[config.mk]
export PLATFORM = sky130hd
export DESIGN_NAME = vblank_task_scheduler
export DESIGN_NICKNAME = d
export VERILOG_FILES = /design/src/rtl/vblank_task_scheduler.sv
export SDC_FILE = /design/constraint.sdc
export NUM_CORES = 1
export LEC_CHECK = 0
export ABC_AREA = 1
export BUFFER_PORTS_ARGS = -buffer_cell sky130_fd_sc_hd__clkbuf_2
export CAP_MARGIN = 20
export CORE_MARGIN = 8
export CORE_UTILIZATION = 35
export DETAILED_ROUTE_END_ITERATION = 8
export SYNTH_ARGS = -nofsm -noshare
export SYNTH_HDL_FRONTEND = slang
export SYNTH_SLANG_ARGS = --single-unit
[constraint.sdc]
create_clock -name clk -period 2.3 [get_ports clk]
set_input_delay 0.23 -clock clk [delete_from_list [all_inputs] [get_ports clk]]
set_output_delay 0.23 -clock clk [all_outputs]
set_load 0.02 [all_outputs]
[src/rtl/vblank_task_scheduler.sv]
// rtl/vblank_task_scheduler.sv - per-frame vblank sequencer granting update engines over req/ack
module vblank_task_scheduler #(
    parameter int N_TASKS     = 4,
    parameter int TASK_W      = 2,
    parameter int ACTIVE_V    = 480,
    parameter int TIMEOUT_CYC = 4096
) (
    input  logic               clk,
    input  logic               reset,
    input  logic               enable,
    input  logic [9:0]         hPos,
    input  logic [9:0]         vPos,
    input  logic               pause,
    input  logic [N_TASKS-1:0] task_en,
    input  logic [N_TASKS-1:0] task_ack,
    output logic [N_TASKS-1:0] task_req,
    output logic [TASK_W-1:0]  task_id,
    output logic               busy,
    output logic               in_vblank,
    output logic               frame_start,
    output logic [15:0]        frame_count,
    output logic [N_TASKS-1:0] timeout_err,
    output logic               overrun,
    output logic [7:0]         overrun_cnt
);

    // idx must be able to hold N_TASKS itself, the "all tasks visited" marker
    localparam int IDX_W = $clog2(N_TASKS + 1);

    typedef enum logic [1:0] {S_IDLE, S_SEL, S_REQ, S_GAP} state_t;

    state_t             state_q, state_d;
    logic [IDX_W-1:0]   idx_q, idx_d;
    logic [N_TASKS-1:0] mask_q, mask_d;
    logic [15:0]        timer_q, timer_d;
    logic [N_TASKS-1:0] req_q, req_d;
    logic [TASK_W-1:0]  id_q, id_d;
    logic [N_TASKS-1:0] terr_q, terr_d;
    logic               over_q, over_d;
    logic [7:0]         ocnt_q, ocnt_d;
    logic               vblank_q;
    logic               fs_q;
    logic [15:0]        fcnt_q;

    logic               vblank_now;
    logic               fs_hit;
    logic               vblank_fall;
    logic [N_TASKS-1:0] cur_bit;

    assign vblank_now  = (vPos >= 10'(ACTIVE_V));
    assign fs_hit      = enable && (hPos == 10'd0) && (vPos == 10'(ACTIVE_V));
    assign vblank_fall = vblank_q && !vblank_now;
    assign cur_bit     = N_TASKS'(1) << idx_q;

    // Frame timing: vblank flag, frame_start pulse and frame counter
    always_ff @(posedge clk) begin
        if (!reset) begin
            vblank_q <= 1'b0;
            fs_q     <= 1'b0;
            fcnt_q   <= 16'd0;
        end else begin
            vblank_q <= vblank_now;
            fs_q     <= fs_hit;
            if (fs_hit) begin
                fcnt_q <= fcnt_q + 16'd1;
            end
        end
    end

    // Scheduler state register
    always_ff @(posedge clk) begin
        if (!reset) begin
            state_q <= S_IDLE;
            idx_q   <= '0;
            mask_q  <= '0;
            timer_q <= 16'd0;
            req_q   <= '0;
            id_q    <= '0;
            terr_q  <= '0;
            over_q  <= 1'b0;
            ocnt_q  <= 8'd0;
        end else begin
            state_q <= state_d;
            idx_q   <= idx_d;
            mask_q  <= mask_d;
            timer_q <= timer_d;
            req_q   <= req_d;
            id_q    <= id_d;
            terr_q  <= terr_d;
            over_q  <= over_d;
            ocnt_q  <= ocnt_d;
        end
    end

    // Next-state logic; losing vblank while busy preempts every state
    always_comb begin
        state_d = state_q;
        idx_d   = idx_q;
        mask_d  = mask_q;
        timer_d = timer_q;
        req_d   = req_q;
        id_d    = id_q;
        terr_d  = terr_q;
        over_d  = 1'b0;
        ocnt_d  = ocnt_q;
        if (vblank_fall && (state_q != S_IDLE)) begin
            state_d = S_IDLE;
            req_d   = '0;
            over_d  = 1'b1;
            if (ocnt_q != 8'hFF) begin
                ocnt_d = ocnt_q + 8'd1;
            end
        end else begin
            case (state_q)
                S_IDLE: begin
                    if (fs_q && !pause) begin
                        mask_d  = task_en;
                        idx_d   = '0;
                        state_d = S_SEL;
                    end
                end
                S_SEL: begin
                    if (idx_q == IDX_W'(N_TASKS)) begin
                        state_d = S_IDLE;
                    end else if ((mask_q & cur_bit) == '0) begin
                        idx_d = idx_q + IDX_W'(1);
                    end else begin
                        req_d   = cur_bit;
                        id_d    = TASK_W'(idx_q);
                        timer_d = 16'd0;
                        state_d = S_REQ;
                    end
                end
                S_REQ: begin
                    // ack is checked first so a simultaneous expiry is not an error
                    if ((task_ack & req_q) != '0) begin
                        req_d   = '0;
                        idx_d   = idx_q + IDX_W'(1);
                        state_d = S_GAP;
                    end else if (timer_q == 16'(TIMEOUT_CYC - 1)) begin
                        req_d   = '0;
                        terr_d  = terr_q | req_q;
                        idx_d   = idx_q + IDX_W'(1);
                        state_d = S_GAP;
                    end else begin
                        timer_d = timer_q + 16'd1;
                    end
                end
                S_GAP: begin
                    state_d = S_SEL;
                end
                default: begin
                    state_d = S_IDLE;
                end
            endcase
        end
    end

    assign task_req    = req_q;
    assign task_id     = id_q;
    assign busy        = (state_q != S_IDLE);
    assign in_vblank   = vblank_q;
    assign frame_start = fs_q;
    assign frame_count = fcnt_q;
    assign timeout_err = terr_q;
    assign overrun     = over_q;
    assign overrun_cnt = ocnt_q;

endmodule

# After elaboration in Yosys (flattened, before gate mapping)

Index checks and enable logic that the tools add are counted.

Logic and storage cells: 87
Input bits: 32
Output and inout port bits: 38
Flip-flop bits (word level): 62

Bitwise gates (word level): 8
Shifts and indexed selects: 1
Reductions and logical operators: 23
Order comparisons: 1
Multiplexer cells: 23
Equality and inequality tests: 15
Add/subtract/negate cells: 4

Operator list:

| kind                                                                    | number |
|---|---|
| 16-bit two-way mux                                                      | 4 |
| 16-bit by 1-bit adder with 16-bit output (second input constant)        | 2 |
| 16-bit one-hot mux with 2 select lines                                  | 1 |
| 16-bit by 12-bit == test with 1-bit output (second input constant)      | 1 |
| 4-bit two-way mux                                                       | 4 |
| 3-bit two-way mux                                                       | 5 |
| 2-bit inequality test (second input constant)                           | 6 |
| 4-bit AND reduction                                                     | 3 |
| 6-bit AND reduction                                                     | 2 |
| 10-bit by 9-bit == test with 1-bit output (second input constant)       | 1 |
| 10-bit by 9-bit >= comparator with 1-bit output (second input constant) | 1 |
| 10-bit zero test                                                        | 1 |
| 2-bit two-way mux                                                       | 5 |
| 3-bit one-hot mux with 3 select lines                                   | 1 |
| 8-bit by 1-bit adder with 8-bit output (second input constant)          | 1 |
| 4-bit bitwise AND                                                       | 2 |
| 8-bit inequality test (second input constant)                           | 1 |
| 2-bit one-hot mux with 4 select lines                                   | 1 |
| 4-bit one-hot mux with 2 select lines                                   | 1 |
| 3-bit inequality test (second input constant)                           | 2 |
| 3-bit AND reduction                                                     | 2 |
| 1-bit logical AND                                                       | 5 |
| 1-bit inverter                                                          | 5 |
| 2-bit == test (second input constant)                                   | 2 |
| 14 further kinds                                                        | 16 |

# Logic depth before layout (Yosys ltp)

Gate-level depths: netlist (run 1).

Depth in word-level cells: 6
Mapped depth: 13
Mapped depth without buffers: 13

# Least setup slack after synthesis (run 1)

No wires, ideal clock.

Path type: reg2reg
From: reg state_q[0]
To: reg ocnt_q[3], in the netlist overrun_cnt[3]
Library setup time: 0.116 ns
Period minus slack after synthesis: 1.647 ns
Buffers on the path: 1
Slack: 0.653 ns
Arrival time: 1.531 ns
Data required time: 2.184 ns
Stages on the path, launching flop included: 10
Cell sequence: dfxtp_1 -> inv_1 -> ha_1 -> nor2_1 -> nand3_2 -> nor2_1 -> buf_2 -> nand2_1 -> o21ai_0 -> nor2_1

Cells in the longest elaborated chain, start to end: 3

RTL lines:

| what                          | RTL line | RTL |
|---|---|---|
| from (decl)                   | 32       | `state_t state_q, state_d;` |
| from (signal assigned)        | 83       | `state_q <= state_d;` |
| 2-bit nonzero test            | 106      | `if (vblank_fall && (state_q != S_IDLE)) begin` |
| 1-bit logical AND             | 106      |  |
| 2-bit AND reduction (no line) | n/a      |  |
| to (signal assigned)          | 91       | `ocnt_q <= ocnt_d;` |
| to (decl)                     | 40       | `logic [7:0] ocnt_q, ocnt_d;` |

No other way between the ends.
A chain may end at the register's enable or synchronous reset.

# Worst setup path in the final report (run 1)

From: reg state_q[0]
To: reg timer_q[7]

Cells in the longest elaborated chain, start to end: 4
Elaborated cells between the ends (all ways): 12
Those cells by class: eq/ne (6); mux (1); bitwise (1); reduce/logical (4)

RTL lines:

| what                                                                        | RTL line | RTL |
|---|---|---|
| parallel branches: the longest is 4 deep, another holds 6-bit AND reduction | n/a      |  |
| to (signal assigned)                                                        | 86       | `timer_q <= timer_d;` |
| to (decl)                                                                   | 35       | `logic [15:0] timer_q, timer_d;` |

Parallel ways; which one is timed is not known.

==> run_results.csv, run 1 <==
group,metric,value,unit
grt,grt_use_total,14.03,%
synthesis,ys.flop_type,"dfxtp_1",
synthesis,syn_inst,570,
sta,period_minus_slack,2047,ps
power_and_ir_drop,ir_worst_vdd,0.0003167,V
synthesis,netlist_area,3706,µm²
placement,io_buffers,69,
synthesis,yosysWarnings,0,
finish,nets,691,
sta,slew_viol_final,0,
clock_network,numClockSinks,62,
critical_path,crit_slowest_cell,"nor2_2",
placement,gp_congestion,0.8285,
sta,period_share,89.02,%
sta,relSlewSlack,60.11,%
sta,tns,0,ps
synthesis,yosysSeqAreaShare,33.49,%
synthesis,syn-num-nets,615,
finish,diodes,0,
clock_network,cts_resized,0,
synthesis,synth_edf_count,0,
grt,gr-total-overflow,0,
critical_path,worstPathRequired,2590,ps
finish,multiInputGateArea,2127,µm²
power_and_ir_drop,p_per_area,821.8,nW/µm²
clock_network,cts_hold_buf,0,
synthesis,synth.largest_area_cell,"dfxtp_1",
critical_path,start_kind,"register",
routing,drcViolationCount,0,
die,core,10320,µm²
grt,antenna_found_initial,0,
die,initial_core_util,35.90,%
clock_network,cts_buffers,9,
die,rows,37,
min_path,hold_path.startpoint,"vPos[9]",
routing,drt_iter0_markers,238,
critical_path,crit_chain,"inv_1 -> ha_1 -> inv_1 -> buf_4 -> nor3_1 -> nor2_2 -> nand3_1 -> a21oi_2",
clock_network,htree_num_levels,3,
finish,finish.utilization,43.07,%
grt,grt_pass1_vias,3636,
synthesis,synth.avg_cell_area,6.502,µm²
routing,via_count,3760,
clock_network,clock_path_buffers,2,
synthesis,ys_top_cells_by_count,"nand2_1 (126), nor2_1 (90), inv_1 (69), dfxtp_1 (62), nand3_1 (59)",
grt,grt_pass1_wl,16640,µm
routing,avgViaCountPerCell,4.778,
clock_network,post_cts_buffers,0,
clock_network,clkTransAtPathRegs,70,ps
synthesis,synth_most_common_cell,"nand2_1",
die,die_h,118.9,µm
routing,routedWlPerCell,12.23,µm
synthesis,yosys.area.top_type_share,33.49,%
critical_path,crit_path_frequent_cell,"inv_1",
power_and_ir_drop,p_leak,1.830,nW
sta,finClkSkew,10.78,ps
synthesis,ys_top_cells_by_area,"dfxtp_1 (33%), nand2_1 (13%), nor2_1 (9.1%)",
critical_path,r2r-start,"state_q[0]",
clock_network,cts-root-buf,"clkbuf_8",
critical_path,worst_setup_path_end_kind,"register",
critical_path,slowest_delay,460,ps
sta,fmax,488.4,MHz
sta,tightest_slew,593.8,ps
synthesis,async_flop_share,0,%
critical_path,cp.arrival,2330,ps
placement,hpwl,7437,µm
sta,hold_viol_final,0,
synthesis,ys_types,30,
finish,syn2layout_area_growth,19.99,%
critical_path,crit_fanout,14,
grt,grt_max_degree,19,
routing,firstDrtPassIters,4,
clock_network,cts_tree,"done",
run_status,status,"completed",
clock_network,insertion_delay,350,ps
die,io_pins,70,
finish,regArea,1241,µm²
sta,setup_violations,0,
die,die_area,14140,µm²
critical_path,criticalPathCategory,"register to register",
finish,drive_gt1_share,19.20,%
critical_path,cp-startpoint,"state_q[0]",
critical_path,crit_family,"simple AND/OR/NAND/NOR gates",
finish,fillers,1088,
die,fp.dieW,118.9,µm
sta,rsz0062_at_grt,"no",
run,maxCapViolations,0,
critical_path,crit_buf_inv,3,
synthesis,ys_seq_elements,62,
min_path,hold_path.class,"input port to register",
routing,ant_nets,0,
routing,routed_wl,9627,µm
==> area by class of cell <==
type / instances / share of cell area, %
clock buffer: 11 / 3.405
clock inverter: 5 / 1.829
inverter: 72 / 6.078
multi-input combinational: 424 / 47.83
sequential: 62 / 27.91
tap: 136 / 3.827
timing repair buffer: 77 / 9.117
==> worst min-delay path: stages <==
cell and delay (ps):
clkbuf_2 100, inv_1 80, a21oi_1 60
==> per-layer routing <==
metal	share of wire [%]	global-route usage, %
met5	0	0
met4	1.2	4.822
met3	5.4	4.251
met2	46	23.45
met1	47	16.76
==> power by group <==
| group | internal [mW] | switching [mW] | total [mW] | leakage [nW] |
|---|---|---|---|---|
| sequential | 1.18 | 0.114 | 1.29 | 0.501 |
| clock | 0.669 | 0.455 | 1.12 | 0.116 |
| combinational | 0.411 | 0.830 | 1.24 | 1.21 |
| total | 2.26 | 1.40 | 3.65 | 1.83 |
==> placed cells by master (no fill, tap or decap), drive strengths merged, types with 5 or more instances in the layout <==
cell / instances
buf: 8
nand4: 16
a21oi: 46
nand3: 62
xnor2: 5
clkbuf: 80
nor2: 98
dfxtp: 62
nor3: 18
inv: 72
ha: 13
o21ai: 21
xor2: 6
nand2: 134
==> per-stage QoR <==
stage / hold slack, ps / cells / total power, mW / area, µm² / setup slack [ps]
after floorplan: 402.3 / 570 / 2.277 / 3706 / 652.7
after global placement: 435.0 / 771 / 2.529 / 4214 / 383.5
after detailed placement: 439.0 / 771 / 2.556 / 4214 / 272.9
after CTS: 140.0 / 787 / 3.692 / 4447 / 269.1
after global routing: 151.1 / 787 / 3.930 / 4447 / 82.23
final: 165.4 / 787 / 3.654 / 4447 / 252.5
==> kinds of logic after synthesis <==
logic type	count (synthesis)	synth area share (%)
AO/OA/AOI/OAI	69	10.43
XOR/XNOR	11	2.600
adder cells (fa/ha/maj)	13	4.389
buffers and inverters	84	9.116
flip-flops	62	33.49
AND/OR/NAND/NOR	331	39.97
==> worst paths after layout <==
| path | end | slack [ps] | cells past startpoint |
|---|---|---|---|
| worst max-delay path | timer_q[7] | 250 | 8 |
| worst min-delay path | in_vblank | 170 | 3 |
| worst max register to register | timer_q[7] | 250 | 8 |
| worst min register to register | task_id[1] | 450 | 2 |
==> registers in the layout (all words and copies together), names as in the netlist, 2 cells and up <==
signal / cells
overrun_cnt: 8
timeout_err: 4
state_q: 2
task_id: 2
timer_q: 16
idx_q: 3
frame_count: 16
mask_q: 4
task_req: 4
(Power assumes the default switching activity.)
==> run 2, diff against run 1 <==
==> constraint.sdc (replaced) <==
create_clock -name clk -period 2.48 [get_ports clk]
set_input_delay 0.248 -clock clk [delete_from_list [all_inputs] [get_ports clk]]
set_output_delay 0.248 -clock clk [all_outputs]
set_load 0.005 [all_outputs]
==> run_results.csv, run 2 (same netlist as run 1, synthesis figures left out) <==
group,metric,value,unit
run_status,status,"completed",
routing,avgViaCountPerCell,4.762,
routing,drcViolationCount,0,
clock_network,cts_hold_buf,0,
finish,final_cell_mix,"nand2_1 (126), nor2_1 (90), inv_1 (69), clkbuf_2 (69), dfxtp_1 (62)",
routing,wl_met3,386,µm
run,maxCapViolations,0,
placement,io_buffers,69,
sta,tns,0,ps
min_path,hold_path.class,"input port to register",
grt,grt_pass1_wl,16050,µm
finish,syn2layout_area_growth,19.21,%
finish,diodes,0,
routing,firstDrtPassIters,4,
critical_path,reg2reg_depth,9,
critical_path,crit_family,"simple AND/OR/NAND/NOR gates",
critical_path,crit_slowest_cell,"dfxtp_1",
sta,finClkSkew,12.13,ps
clock_network,clock_path_buffers,2,
sta,fmax,501.7,MHz
min_path,worstHoldEndpoint,"mask_q[0]",
grt,gr-total-overflow,0,
sta,relSlewSlack,61.79,%
routing,routedWlPerCell,12.21,µm
critical_path,start_kind,"register",
routing,wl_met2,4463,µm
die,die_area,14140,µm²
clock_network,cts_tree,"done",
die,rows,37,
finish,regArea,1241,µm²
clock_network,numClockSinks,62,
die,initial_core_util,35.90,%
sta,hold_viol_final,0,
power_and_ir_drop,ir_worst_vdd,0.0002786,V
critical_path,worst_setup_path_end_kind,"register",
sta,fin_hold_ws,190.0,ps
sta,rsz0062_at_grt,"no",
critical_path,cp.arrival,2230,ps
routing,drt_iter0_markers,156,
routing,via_count,3743,
critical_path,crit_chain,"inv_1 -> ha_1 -> nor2_1 -> nand3_2 -> nor2_1 -> buf_4 -> nand2_1 -> o21ai_0 -> nor2_1",
placement,hpwl,7485,µm
critical_path,r2r-start,"state_q[0]",
routing,top_layer,"met4",
min_path,hold_path.startpoint,"task_en[0]",
critical_path,criticalPathCategory,"register to register",
grt,grt_max_degree,23,
routing,routed_wl,9596,µm
power_and_ir_drop,p_per_area,740.6,nW/µm²
power_and_ir_drop,p_leak,1.815,nW
die,fp.dieW,118.9,µm
critical_path,crit_buf_inv,2,
grt,antenna_found_initial,0,
routing,ant_nets,0,
clock_network,cts-root-buf,"clkbuf_8",
clock_network,post_cts_buffers,0,
clock_network,clkTransAtPathRegs,70,ps
grt,grt_pass1_vias,3420,
clock_network,insertion_delay,340,ps
placement,place_inst,770,
die,core,10320,µm²
critical_path,regToRegSetupSlack,490,ps
sta,period_share,80.37,%
critical_path,worstPathRequired,2720,ps
critical_path,crit_path_frequent_cell,"nor2_1",
die,io_pins,70,
sta,slew_viol_final,0,
clock_network,htree_num_levels,3,
clock_network,cts_resized,0,
grt,grt_use_total,13.57,%
placement,gp_congestion,0.8374,
critical_path,crit_fanout,10,
critical_path,cp-startpoint,"state_q[0]",
finish,multiInputGateArea,2127,µm²
die,die_h,118.9,µm
finish,nets,690,
sta,period_minus_slack,1993,ps
clock_network,cts_buffers,9,
sta,setup_violations,0,
finish,final_cell_count_no_fill,786,
critical_path,r2r_end,"overrun_cnt[3]",
finish,drive_gt1_share,18.77,%
routing,met1_length,4623,µm
sta,tightest_slew,568.7,ps
finish,fillers,1121,
finish,final_common_cell,"nand2_1",
critical_path,slowest_delay,380,ps
min_path,hold-path-cell-count,3,
-- run 2: cell count changes in the layout (fill, tap and decap cells not counted), sizes merged --
cell / before / now
clkinvlp: 1 / 0
bufinv: 2 / 1
clkinv: 2 / 1
clkbuf: 80 / 83
buf: 8 / 7
-- run 2: per-stage QoR --
stage	utilization (%)	power, mW	cell area, µm²	worst slack, ps
after floorplan	-	2.075	3706	838.3
after global placement	40.75	2.323	4207	543.6
after detailed placement	40.75	2.340	4207	506.9
after CTS	42.79	3.317	4418	481.4
after global routing	42.79	3.524	4418	292.1
final	42.79	3.272	4418	486.8
-- run 2: worst reg2reg max path: cells and delay by family (launching register included) --
family,cells,cell delay [ps]
adder cells (fa/ha/maj),1,230
buffers and inverters,2,310
AND/OR/NAND/NOR,5,800
AO/OA/AOI/OAI,1,160
flip-flops,1,380
-- run 2: how the worst max path moves through the flow --
stage                           endpoint  depth (start not counted)
after floorplan           overrun_cnt[3]                          9
after global placement        timer_q[2]                         12
after global routing      overrun_cnt[3]                         10
after detailed placement  overrun_cnt[3]                         10
after CTS                 overrun_cnt[3]                         10
final                     overrun_cnt[3]                          9
-- run 2: area by class of cell --
type / instances / share of cell area [%]
clock buffer: 14 / 3.908
clock inverter: 2 / 0.8779
inverter: 72 / 6.117
multi-input combinational: 424 / 48.14
sequential: 62 / 28.09
tap: 136 / 3.852
timing repair buffer: 76 / 9.006
-- run 2: power by group --
part,total [mW],internal (mW),switching (mW)
clock network,0.955,0.550,0.405
registers,1.20,1.09,0.111
logic,1.12,0.386,0.730
total,3.27,2.03,1.25
-- run 2: metal layers --
metal  vias to the layer above  global-route usage, %
met3                         9                  3.543
met1                      1684                  16.75
met5                         -                      0
met4                         0                  5.138
met2                        69                  22.22
li1                       1981                      -
